### config.mk
export PLATFORM = sky130hd
export DESIGN_NAME = hazard_sched
export DESIGN_NICKNAME = d
export VERILOG_FILES = /design/src/rtl/hazard_sched.sv
export SDC_FILE = /design/constraint.sdc
export NUM_CORES = 1
export LEC_CHECK = 0
export CORE_ASPECT_RATIO = 0.5
export CORE_MARGIN = 3
export CORE_UTILIZATION = 33
export CTS_CLUSTER_DIAMETER = 60
export CTS_CLUSTER_SIZE = 30
export DETAILED_ROUTE_END_ITERATION = 8
export HOLD_SLACK_MARGIN = 0.12
export PLACE_DENSITY = 0.67
export REMOVE_ABC_BUFFERS = 1
export SYNTH_ARGS = -nofsm -noshare
export SYNTH_HDL_FRONTEND = slang
export SYNTH_SLANG_ARGS = --single-unit
export TNS_END_PERCENT = 10
### constraint.sdc
create_clock -name clk -period 3.1 [get_ports clk]
set_input_delay 0.62 -clock clk [delete_from_list [all_inputs] [get_ports clk]]
set_output_delay 0.62 -clock clk [all_outputs]
set_load 0.01 [all_outputs]
### src/rtl/hazard_sched.sv
// Hazard scheduler: load-use and MDU structural stalls, branch squash,
// MDU occupancy tracking and a saturating stall-cycle counter.
module hazard_sched #(
  parameter int MDU_LAT = 32,
  parameter int CNT_W   = 16
) (
  input  logic             clk,
  input  logic             clr,
  input  logic [4:0]       rs_id,
  input  logic [4:0]       rt_id,
  input  logic             use_rs_id,
  input  logic             use_rt_id,
  input  logic [4:0]       rd_ex,
  input  logic             lw_ex,
  input  logic             gprwr_ex,
  input  logic             branch_id,
  input  logic             md_start_id,
  input  logic             md_read_id,
  output logic             pc_wr,
  output logic             ifid_wr,
  output logic             ifid_flush,
  output logic             idex_bubble,
  output logic             md_go,
  output logic             md_busy,
  output logic [CNT_W-1:0] stall_cnt
);

  typedef enum logic {
    IDLE = 1'b0,
    BUSY = 1'b1
  } state_t;

  localparam logic [7:0] LAT_M1 = 8'(MDU_LAT - 1);
  localparam logic [CNT_W-1:0] ONE = {{(CNT_W-1){1'b0}}, 1'b1};

  state_t     state;
  state_t     state_nx;
  logic [7:0] mcnt;
  logic [7:0] mcnt_nx;

  logic rs_hit;
  logic rt_hit;
  logic lu;
  logic sh;
  logic stall;
  logic go;

  assign rs_hit = use_rs_id & (rs_id == rd_ex);
  assign rt_hit = use_rt_id & (rt_id == rd_ex);
  assign lu = lw_ex & gprwr_ex & (rd_ex != 5'd0)
            & (rs_hit | rt_hit);

  // A start paired with a read in IDLE is one instruction: no stall.
  assign sh    = (state == BUSY) & (md_start_id | md_read_id);
  assign stall = lu | sh;
  assign go    = md_start_id & (state == IDLE) & ~lu;

  always_ff @(posedge clk or negedge clr) begin
    if (!clr) begin
      state <= IDLE;
      mcnt  <= 8'd0;
    end else begin
      state <= state_nx;
      mcnt  <= mcnt_nx;
    end
  end

  always_comb begin
    state_nx = state;
    mcnt_nx  = mcnt;
    unique case (state)
      IDLE: begin
        if (go) begin
          state_nx = BUSY;
          mcnt_nx  = LAT_M1;
        end
      end
      BUSY: begin
        if (mcnt == 8'd0) begin
          state_nx = IDLE;
        end else begin
          mcnt_nx = mcnt - 8'd1;
        end
      end
    endcase
  end

  always_comb begin
    pc_wr       = 1'b0;
    ifid_wr     = 1'b0;
    ifid_flush  = 1'b0;
    idex_bubble = 1'b0;
    md_go       = 1'b0;
    md_busy     = 1'b0;
    if (clr) begin
      pc_wr       = ~stall;
      ifid_wr     = ~stall;
      ifid_flush  = branch_id & ~stall;
      idex_bubble = stall;
      md_go       = go;
      md_busy     = (state == BUSY);
    end
  end

  always_ff @(posedge clk or negedge clr) begin
    if (!clr) begin
      stall_cnt <= '0;
    end else if (stall && (stall_cnt != '1)) begin
      stall_cnt <= stall_cnt + ONE;
    end
  end

endmodule

# Yosys cells after proc, flatten, opt, wreduce, memory -nomap -nowiden
# Cells that the tools add are included.
[word_totals] input_bits=24 register_bits=25 out_inout_bits=22
[op_classes] n_reduce_logical=4 n_mux=11 n_bitwise=15 n_addsub=2 eq_ne=5
[ops] operator="$add 16x1->16 const B" n=1
[ops] operator="$mux 8" n=2
[ops] operator="$ne 16x16->1 const B" n=1
[ops] operator="$pmux 8 s2" n=1
[ops] operator="$eq 5x5->1" n=2
[ops] operator="$and 1x1->1" n=9
[ops] operator="$logic_not 8->1" n=1
[ops] operator="$sub 8x1->8 const B" n=1
[ops] operator="$mux 1" n=7
[ops] operator="$reduce_bool 5->1" n=1
[ops] operator="$ne 2x2->1 const B" n=2
[ops] operator="$not 1->1" n=3
[ops] operator="$or 1x1->1" n=3
[ops] operator="$pmux 1 s2" n=1
[ops] operator="$reduce_and 2->1" n=1
[ops] operator="$logic_and 1x1->1" n=1

# Longest topological paths before layout
# Gate-level depths: netlist of the first run.
[depth] depth_word=8 depth_mapped=8

# Worst setup path after synthesis of the first run
# OpenSTA, ideal clock, no wires.
[synth_path] kind="input-to-output" start="in rd_ex[0]" end="out pc_wr" path_buffers=3 t_required_ns=2.480 path_slack_ns=0.390 cell_stages=7 t_arrival_ns=2.090 cell_sequence="or4_1 o211ai_1 o21a_1 buf_6 buf_6 and2_1 buf_4"
[synth_via] elab_chain_len=7 elab_cells_between_ends=11 cone_classes="2 x eq/ne; 1 x mux; 7 x bitwise; 1 x reduce/logical"
[synth_lines] element="start, declared" line="13" text="input logic [4:0] rd_ex,"
[synth_lines] element="$eq 5x5->1 (on tied branches)" line="48, 49"
[synth_lines] element="$and 1x1->1 (on tied branches)" line="48, 49"
[synth_lines] element="$or 1x1->1" line="51" text="& (rs_hit | rt_hit);"
[synth_lines] element="$and 1x1->1 *" line="51"
[synth_lines] element="$or 1x1->1 *" line="55" text="assign stall = lu | sh;"
[synth_lines] element="$not 1->1 *"
[synth_lines] element="$mux 1 *"
[synth_lines] element="end, declared" line="19" text="output logic pc_wr,"
# Mark *: on every way between the ends. The rest lies on a longest branch, timed or not.

# Final worst setup path of the first run
[layout_path] start="in rd_ex[2]" end="out ifid_flush"
[layout_via] elab_chain_len=8 elab_cells_between_ends=12 cone_classes="2 x eq/ne; 1 x mux; 8 x bitwise; 1 x reduce/logical"
[layout_lines] element="$eq 5x5->1 (on tied branches)" line="48, 49"
[layout_lines] element="$and 1x1->1 (on tied branches)" line="48, 49"
[layout_lines] element="$or 1x1->1" line="51"
[layout_lines] element="$and 1x1->1 *" line="51"
[layout_lines] element="$or 1x1->1 *" line="55"
[layout_lines] element="$not 1->1 *" line="98" text="ifid_flush = branch_id & ~stall;"
[layout_lines] element="$and 1x1->1 *" line="98"
[layout_lines] element="$mux 1 *" line="95" text="if (clr) begin"
[layout_lines] element="end, declared" line="21" text="output logic ifid_flush,"
# Marks and branches as above.

==> metrics.txt, run 1 <==
Slew Limit Fails 0; WL per Instance about 15 microns; initial antenna violation count 0; final net count around 230; post-route insts no fill 258; total track usage ~15%; syn avg cell area approximately 10 sq um; Area Growth Syn to Fin 41.6%; Post-Route Skew approximately 0.0049 ns; DR iter-0 viols 38; drt drc 0; worst min-delay path class register to register; Die ar. 5460 sq um; crit-path max cell delay around 0.44 ns; final hold vios 0; number of synthesized register bits 25; Clock Path Buffers 2; CP bufs+invs 3; Peak VDD IR around 0.27 mV; sequential area share after synthesis about two fifths; Post-Route WL approximately 3800 microns; CTS tree done; smallest hold slack roughly 0.5 ns; CTS clk-pin slew, worst paths ~0.09 ns; Crit. End Element output port; first-pass GRT wire length 6530 microns; violated checks setup timing; maximum fanout along the worst path 4; Post-synth EDFFs 0; mapped cell area approximately 1500 sq um; CTS root buf clkbuf_8; clock sinks 25; Slew HR 56.6%; Placer Congestion 0.817; RSZ-0062 raised after global routing true; Final ANT Viol Nets 0; core area around 4100 sq um; Filler cells about 370; DP Wirelength 2900 microns; final worst path period need 3.15 ns; vias ~1,300; IO buf count 45; largest net degree at the start of global routing 17; leakage power roughly 0.00093 uW; ratio of cells with drive above 1 in the final layout 17.2%; Reg area roughly 630 sq um; Worst EP required roughly 2.5 ns; Initial Utilization ~36%; period utilization 102%; Startpoint Class input port; vias in the first global route around 1,300; Inserted Clock Buffers 3; worst-margin pin slew around 0.64 ns; synth warn 0; synth unique cells 41; Worst Slack Setup Final -0.0514 ns; WP data arrival approximately 2.5 ns; PwrDens 456 nW/um^2; Max-Cap Viols 0; outcome finished, violations left; worst skew pair latency roughly 0.27 ns; final setup violation count 2; worst-path cell with the longest stage delay clkdlybuf4s50_1; grt total ovfl 0; row cnt 16; Top Ports 46; via/cell ratio between 5 and 6; placed cells roughly 250; Post-Syn Instances roughly 150; ys flop type dfrtp_1; Antenna diodes 0; cell family with most CP delay buffers and inverters; Max Clock Freq ~0.32 GHz; DIE HEIGHT roughly 54 microns; footprint of the multi-input gates ~840 sq um; Clock H-tree levels 1; die width roughly 100 microns; crit path kind input port to output port; worst path cell trace clkdlybuf4s50_1 > buf_4 > xor2_1 > nor4_2 > a32oi_1 > o21a_1 > and3_1 > clkdlybuf4s15_1; DRT Pass-1 Iters 4; ys async rst share 100%; TNS Setup -0.0966 ns
==> per-layer routing <==
layer | share of wire, % | track usage (%) | wire length [microns] | up-vias
li1 | - | - | - | 653
met1 | 43 | 19.7 | 1620 | 611
met2 | 53 | 27.5 | 2020 | 27
met3 | 2.8 | 3.36 | 105 | 6
met4 | 1.6 | 2.65 | 59 | 0
met5 | 0 | 0 | 0 | -
==> logic make-up (layout without fill, tap and decap cells) <==
group | count (synthesis) | count (layout) | share of synthesized area, %
flip-flops | 25 | 25 | 41.6
adder cells (fa/ha/maj) | 3 | 3 | 2.49
buffers and inverters | 9 | 66 | 3.49
AO/OA/AOI/OAI | 21 | 21 | 9.23
multiplexers | 5 | 5 | 3.57
AND/OR/NAND/NOR | 62 | 62 | 26.9
XOR/XNOR | 22 | 22 | 12.8
==> sequential cells by signal, indices dropped and copies added, names as in the netlist <==
signal / cells
stall_cnt: 16
mcnt: 8
state: 1
==> stage by stage <==
| stage | area [sq um] | worst slack (ns) | utilization, % | total power, uW |
|---|---|---|---|---|
| 3_5_place_dp | 2060 | -0.352 | 49.7 | 777 |
| 4_1_cts | 2140 | 0.00758 | 51.8 | 984 |
| 2_1_floorplan | 1470 | 0.323 | - | 583 |
| 6_report | 2130 | -0.0514 | 51.4 | 971 |
| 5_1_grt | 2130 | -0.0973 | 51.4 | 1040 |
| 3_3_place_gp | 2060 | -0.261 | 49.7 | 764 |
==> final cells by class <==
class,instances,area share (%)
clock buffer,3,1.94
clock inverter,1,0.352
inverter,4,0.705
multi-input combinational,113,39.6
sequential,25,29.4
tap,54,3.17
timing repair buffer,58,24.9
==> cell usage in the layout, fill, tap and decap left out, types with 2 or more instances in the layout <==
master | netlist | layout
clkdlybuf4s50_1 | 0 | 39
dfrtp_1 | 25 | 25
xor2_1 | 20 | 20
buf_4 | 1 | 13
nand2_1 | 10 | 10
nor2_1 | 7 | 7
nand3_1 | 6 | 6
nor3_1 | 6 | 6
a21oi_1 | 5 | 5
inv_1 | 4 | 4
or3_1 | 4 | 4
and2_1 | 3 | 3
mux2_2 | 3 | 3
nand4_1 | 3 | 3
nor4b_2 | 3 | 3
nor4_1 | 5 | 3
ha_1 | 3 | 3
clkbuf_8 | 0 | 3
clkbuf_2 | 0 | 3
o21ai_0 | 2 | 2
nor4_2 | 0 | 2
xnor2_1 | 2 | 2
a32oi_1 | 2 | 2
o21a_1 | 2 | 2
and3_1 | 2 | 2
mux2i_1 | 2 | 2
or3b_2 | 2 | 2
a31oi_1 | 2 | 2
a22oi_1 | 2 | 2
o22a_1 | 2 | 2
nand2b_1 | 2 | 2
nor4_4 | 2 | 2
dlygate4sd2_1 | 0 | 2
==> path summary, 6_finish.rpt <==
kind	cells after the start	start	to	slack, ns
max	8	rd_ex[2]	ifid_flush	-0.05
max reg2reg	6	mcnt[0]	mcnt[3]	0.72
max in group asynchronous	2	clr	stall_cnt[10]	1.97
min reg2reg	1	mcnt[6]	mcnt[6]	0.50
min in group asynchronous	1	clr	state	0.61
min	1	mcnt[6]	mcnt[6]	0.50
==> worst register-to-register path, delay by kind of cell, from the launching register on <==
family                   cells  cell delay [ns]
AND/OR/NAND/NOR              1             0.62
AO/OA/AOI/OAI                3             0.97
adder cells (fa/ha/maj)      1             0.17
flip-flops                   1             0.39
buffers and inverters        1             0.12
==> where the power goes <==
part / total [uW] / switching [uW] / internal [uW]
clock network: 200 / 109 / 91.2
registers: 443 / 66.1 / 376
logic: 328 / 143 / 185
total: 971 / 318 / 653
==> synth_stat cells (4+ instances only) <==
master | instances | area share (%)
nand2_1 | 10 | 2.5
nor4_1 | 5 | 2.1
inv_1 | 4 | 1.0
dfrtp_1 | 25 | 42
xor2_1 | 20 | 12
nor2_1 | 7 | 1.7
nor3_1 | 6 | 2.0
or3_1 | 4 | 1.7
a21oi_1 | 5 | 1.7
nand3_1 | 6 | 2.0
==> repair_timing <==
item,in CTS,in global routing
pin swaps,4,3
gates resized for setup,12,4
setup buffers,3,0
endpoints found under the hold margin,0,0
hold buffers,0,0
setup endpoints to repair,5,5
(Power assumes the default switching activity.)
==> run 2, diff against run 1 <==
--- a/config.mk
+++ b/config.mk
@@ -5,11 +5,11 @@
 export SDC_FILE = /design/constraint.sdc
 export NUM_CORES = 1
 export LEC_CHECK = 0
-export CORE_ASPECT_RATIO = 0.5
+export CORE_ASPECT_RATIO = 1.5
 export CORE_MARGIN = 3
 export CORE_UTILIZATION = 33
 export CTS_CLUSTER_DIAMETER = 60
-export CTS_CLUSTER_SIZE = 30
+export CTS_CLUSTER_SIZE = 16
 export DETAILED_ROUTE_END_ITERATION = 8
 export HOLD_SLACK_MARGIN = 0.12
 export PLACE_DENSITY = 0.67
==> run 2 against run 1 <==
Net effect:
- the run now ends clean
- critical path depth grew 2
- wire length shrank 0.87%
- clock power is essentially flat
- register-to-register slack gained 0.05 ns
- total power shrank 0.42%
- sequential power is essentially flat
- utilization shrank 0.77 points
- via count grew 0.85%
==> metrics.txt, run 2 (synthesized netlist as in run 1, its figures left out) <==
CTS clk-pin slew, worst paths 0.09 ns (about the same); total track usage 15.4% (about the same); Hold EP mcnt[6]; Crit Reg-Reg Startpoint mcnt[0]; vias in the first global route 1,410 (+8.8%); Worst EP required 2.48 ns (about the same); Top Ports 46 (unchanged); Startpoint Class input port; crit-path max cell delay 0.41 ns (-0.03 ns); drt drc 0 (unchanged); clock sinks 25 (unchanged); maximum fanout along the worst path 2 (-2); worst skew pair latency 0.27 ns (about the same); cell area after layout 2190 sq um (+2.6%); WL per Instance 14.7 microns (about the same); placed cell area 2070 sq um (+0.61%); crit path kind input port to output port; vias 1,308 (+0.85%); Clock Path Buffers 2 (unchanged); DRT Pass-1 Iters 4 (unchanged); most common cell after layout, fill and taps aside clkdlybuf4s50_1; IO buf count 45 (unchanged); hold path start mcnt[6]; worst min-delay path class register to register; max reg flops 16 (unchanged); core area 4320 sq um (+4.2%); Top Registers stall_cnt (16), mcnt (8), state (1); DIE HEIGHT 88.7 microns (+65%); Most Crowded Layer GR met2; start point of the critical path rt_id[2]; smallest hold slack 0.517 ns (+0.0160 ns); WP data arrival 2.38 ns (-0.15 ns); row cnt 29 (+13); Inserted Clock Buffers 3 (unchanged); Crit. End Element output port; Placer Congestion 0.792 (-3.1%); worst r2r path cells 6 (unchanged); Max Clock Freq 0.334 GHz (+5.1%); GR Util met2 26.9% (-0.61 points); Crit path top cell by count buf_4; CTS root buf clkbuf_8; Antenna diodes 0 (unchanged); met3 Use GR 2.48% (-0.88 points); Post-Route WL 3770 microns (-0.87%); DP Wirelength 2870 microns (-1.1%); Slew Limit Fails 0 (unchanged); final setup violation count 0 (-2); final net count 238 (+2.6%); ratio of cells with drive above 1 in the final layout 18.6% (+1.4 points); Area Growth Syn to Fin 45.3%; Post-Route Skew 0.00199 ns (-0.00292 ns); largest net degree at the start of global routing 16 (-1); most frequent cells in the layout clkdlybuf4s50_1 (30), dfrtp_1 (25), xor2_1 (20); Peak VDD IR 0.390 mV (+42%); Die ar. 5420 sq um (-0.59%); final worst path period need 3.00 ns (-0.154 ns); Worst R2R Setup Slack 0.77 ns (+0.05 ns); hold depth 1 (unchanged); Max-Cap Viols 0 (unchanged); worst-path cell with the longest stage delay clkdlybuf4s50_1; Clock H-tree levels 1 (unchanged); die width 61.1 microns (-40%); first-pass GRT wire length 6390 microns (-2.1%); final hold vios 0 (unchanged); Initial Utilization 34.9% (-1.5 points); via/cell ratio 5.11 (+1.6%); worst-margin pin slew 0.639 ns (-0.00507 ns); outcome completed; initial antenna violation count 0 (unchanged); period utilization 96.7% (-5.0 points); Final ANT Viol Nets 0 (unchanged); worst path cell trace clkdlybuf4s50_1 > xor2_1 > nor4_1 > a32oi_1 > o21a_1 > buf_4 > buf_4 > buf_4 > nor2_4 > buf_6; grt total ovfl 0 (unchanged); Slew HR 56.9% (+0.34 points); met1 GRT Util 19.1% (-0.54 points); Finished Core Util 50.7% (-0.77 points); leakage power 0.00103 uW (+11%); Worst R2R End mcnt[3]; CTS tree done; most flop-heavy register stall_cnt; PwrDens 442 nW/um^2 (-3.0%); DR iter-0 viols 36 (-5.3%)
run 2: cell count changes in the layout (fill, tap and decap cells not counted), moves of 3 or more:
cell	previous run	this run
clkdlybuf4s50_1	39	30
dlymetal6s2s_1	0	7
buf_4	13	19
dlygate4sd2_1	2	6
clkbuf_2	3	0
run 2: metal layers:
layer  part of all wire, %  wire length [microns]  vias up
met5                     0                      0        -
met4                   1.5                     55        0
met3                   2.9                    111        4
met2                    54                   2020       23
met1                    42                   1590      623
li1                      -                      -      658
run 2: final cells by class:
type	count	area [sq um]
well taps	46	57.6
clock inverters	1	7.51
fillers	415	2130
clock buffers	3	41.3
inverters	4	15.0
multi-input cells	113	841
repair buffers	64	599
flip-flops and latches	25	626
run 2: how the worst max path moves through the flow:
stage | to | slack (ns) | cells after the start
global route | idex_bubble | -0.0009 | 10
floorplan | ifid_wr | 0.32 | 4
detailed placement | md_go | -0.28 | 7
finish | idex_bubble | 0.10 | 10
CTS | idex_bubble | 0.005 | 10
global placement | ifid_wr | -0.23 | 6
run 2: power breakdown:
group          leakage, uW  internal, uW  switching [uW]
Combinational     0.000698           188             140
Clock            0.0000217          91.0             107
Sequential        0.000314           377            65.0
run 2: timing repair:
action,in CTS,in global routing
hold buffers,0,0
setup buffers,5,1
resized for setup,15,10
endpoints found under the setup margin,5,5
pin swaps,4,6
run 2: worst max-delay path, delay by kind of cell:
| family | cells | cell delay, ns |
|---|---|---|
| compound gates | 2 | 0.40 |
| buf+inv | 5 | 0.92 |
| simple gates | 2 | 0.30 |
| xor+xnor | 1 | 0.15 |
run 2: stage by stage:
step / std cells / setup slack [ns] / total power (uW) / setup TNS (ns)
global route: 256 / -0.000897 / 1040 / -0.000897
global placement: 246 / -0.235 / 770 / -1.18
floorplan: 142 / 0.323 / 583 / 0
CTS: 255 / 0.00491 / 974 / 0
finish: 256 / 0.102 / 967 / 0
detailed placement: 246 / -0.283 / 768 / -1.39
==> run 3, diff against run 2 <==
--- a/config.mk
+++ b/config.mk
@@ -14,6 +14,7 @@
 export HOLD_SLACK_MARGIN = 0.12
 export PLACE_DENSITY = 0.67
 export REMOVE_ABC_BUFFERS = 1
+export SETUP_SLACK_MARGIN = 0.05
 export SYNTH_ARGS = -nofsm -noshare
 export SYNTH_HDL_FRONTEND = slang
 export SYNTH_SLANG_ARGS = --single-unit
==> constraint.sdc (replaced) <==
create_clock -name clk -period 3.6 [get_ports clk]
set_input_delay 0.72 -clock clk [delete_from_list [all_inputs] [get_ports clk]]
set_output_delay 0.72 -clock clk [all_outputs]
set_load 0.01 [all_outputs]
==> run 3 against run 2 <==
Net effect:
- final cell count fell by 3.9%
- sequential power down 14%
- sequential share of layout area increased by 1.3 points
- setup slack better by 0.19 ns
- global-route usage is 1.1 points lower
- clock power decreased by 16%
- via count decreased by 2.7%
- first-iteration DRC count decreased by 67%
==> metrics.txt, run 3 (synthesized netlist as in run 1, its figures left out) <==
outcome completed; WL per Instance 14.4 microns (-2.3%); worst skew pair latency 0.27 ns (about the same); PwrDens 392 nW/um^2 (-11%); Peak VDD IR 0.296 mV (-24%); final setup violation count 0 (unchanged); placed cell area 2040 sq um (-1.4%); Max-Cap Viols 0 (unchanged); clock group share of total power 20.2% (-0.3 points); switching power 258 uW (-17%); vias 1,273 (-2.7%); first-pass GRT wire length 5890 microns (-7.8%); Clock H-tree levels 1 (unchanged); Filler cells 407 (-1.9%); crit path kind input port to output port; worst min-delay path class register to register; Hold EP mcnt[6]; largest net degree at the start of global routing 16 (unchanged); cell family with most CP delay buffers and inverters; leakage power 0.000931 uW (-10%); most frequent cells in the layout clkdlybuf4s50_1 (40), dfrtp_1 (25), xor2_1 (20); TNS Setup 0 ns (unchanged); clock sinks 25 (unchanged); row cnt 29 (unchanged); DIE HEIGHT 88.7 microns (unchanged); CTS root buf clkbuf_8; Worst EP required 2.88 ns (+0.40 ns); Crit Reg-Reg Startpoint mcnt[0]; most common cell after layout, fill and taps aside clkdlybuf4s50_1; grt total ovfl 0 (unchanged); cell area after layout 2090 sq um (-4.3%); combinational group share of total power 33.4% (-0.5 points); die width 61.1 microns (unchanged); most flop-heavy register stall_cnt; DRT Pass-1 Iters 4 (unchanged); Reg power frac 46.4% (+0.7 points); initial antenna violation count 0 (unchanged); Placer Congestion 0.794 (+0.25%); Inserted Clock Buffers 3 (unchanged); Die ar. 5420 sq um (unchanged); final worst path period need 3.31 ns; maximum fanout along the worst path 4 (+2); via/cell ratio 5.17 (+1.3%); Crit. End Element output port; Post-Route WL 3540 microns (-6.1%); Finished Core Util 48.4% (-2.2 points); worst r2r path cells 6 (unchanged); Worst R2R End mcnt[3]; worst path cell trace clkdlybuf4s50_1 > or4_1 > o211ai_1 > o21a_1 > and2_1 > dlygate4sd2_1; Startpoint Class input port; Initial Utilization 34.9% (unchanged); Top Ports 46 (unchanged); Slew Limit Fails 0 (unchanged); ratio of cells with drive above 1 in the final layout 12.5% (-6.1 points); max reg flops 16 (unchanged); CTS clk-pin slew, worst paths 0.08 ns (about the same); crit-path max cell delay 0.55 ns (+0.14 ns); CTS tree done; Slew HR 53.5% (-3.5 points); Post-Route Skew 0.00394 ns (+0.00195 ns); DR iter-0 viols 12 (-67%); Hold Buf Count CTS 0 (unchanged); core area 4320 sq um (unchanged); hold path start mcnt[6]; RSZ-0062 raised after global routing false; smallest hold slack 0.508 ns (-0.00908 ns); Worst R2R Setup Slack 1.22 ns (+0.45 ns); worst-path cell with the longest stage delay or4_1; Sw Ratio 31.5% (-0.66 points); Clock Path Buffers 2 (unchanged); vias in the first global route 1,272 (-9.8%); WP data arrival 2.59 ns (+0.21 ns); hold depth 1 (unchanged); final hold vios 0 (unchanged); Area Growth Syn to Fin 39.0%; Max Clock Freq just over 0.3 GHz; drt drc 0 (unchanged); Antenna diodes 0 (unchanged); worst-margin pin slew 0.691 ns (+0.0514 ns); final net count 228 (-4.2%); post-CTS setup buffer count 0 (-5); Final ANT Viol Nets 0 (unchanged); total track usage 14.3% (-1.1 points); IO buf count 45 (unchanged); DP Wirelength 2850 microns (-0.63%); period utilization roughly 90%; internal power 561 uW (-14%); CP bufs+invs 2 (-3); Top Registers stall_cnt (16), mcnt (8), state (1)
## run 3: cell types whose count changed in the layout (fill, tap and decap cells not counted), sizes merged
cell / delta
buf: -12
clkbuf: +1
clkdlybuf4s50: +10
clkinvlp: -1
dlygate4sd2: -2
dlymetal6s2s: -6
## run 3: power groups by stage
| stage | clock network (uW) | logic [uW] | registers [uW] |
|---|---|---|---|
| 2_1_floorplan | 0 | 106 | 396 |
| 3_3_place_gp | 0 | 274 | 386 |
| 3_5_place_dp | 0 | 275 | 385 |
| 4_1_cts | 171 | 277 | 380 |
| 5_1_grt | 184 | 299 | 388 |
| 6_report | 166 | 274 | 380 |
## run 3: metrics by stage
step	setup slack (ns)	instances	total power, uW
after CTS	0.0945	246	829
after floorplan	0.623	142	502
after detailed placement	-0.00188	242	660
final	0.288	246	819
after global routing	0.194	246	872
after global placement	0.0709	242	660
## run 3: worst max path at each step
stage	start	slack, ns	endpoint	cells past startpoint
after CTS	rd_ex[3]	0.09	idex_bubble	8
after floorplan	rd_ex[0]	0.62	ifid_wr	4
after global routing	rd_ex[0]	0.19	ifid_flush	6
final	rd_ex[0]	0.29	pc_wr	6
after global placement	rd_ex[0]	0.07	ifid_flush	6
after detailed placement	rd_ex[0]	-0.002	pc_wr	6
## run 3: routing by layer
metal	global-route usage, %	vias to the layer above	wire, microns
met3	2.63	2	110
met4	3.55	0	20
met2	25.2	19	1960
met5	0	-	0
met1	17.4	614	1450
li1	-	638	-
## run 3: final cells by class
cell class | instances | area (sq um) | share of cell area, %
Multi-Input combinational cell | 113 | 833 | 39.8
Sequential cell | 25 | 626 | 29.9
Timing Repair Buffer | 54 | 515 | 24.6
Tap cell | 46 | 57.6 | 2.75
Clock buffer | 4 | 45.0 | 2.15
Inverter | 4 | 15.0 | 0.718
## run 3: repair_timing
| item | CTS | global route |
|---|---|---|
| resized for setup | 4 | 2 |
| endpoints found under the setup margin | 4 | 1 |
| pin swaps | 0 | 0 |
| cloned | 0 | 0 |
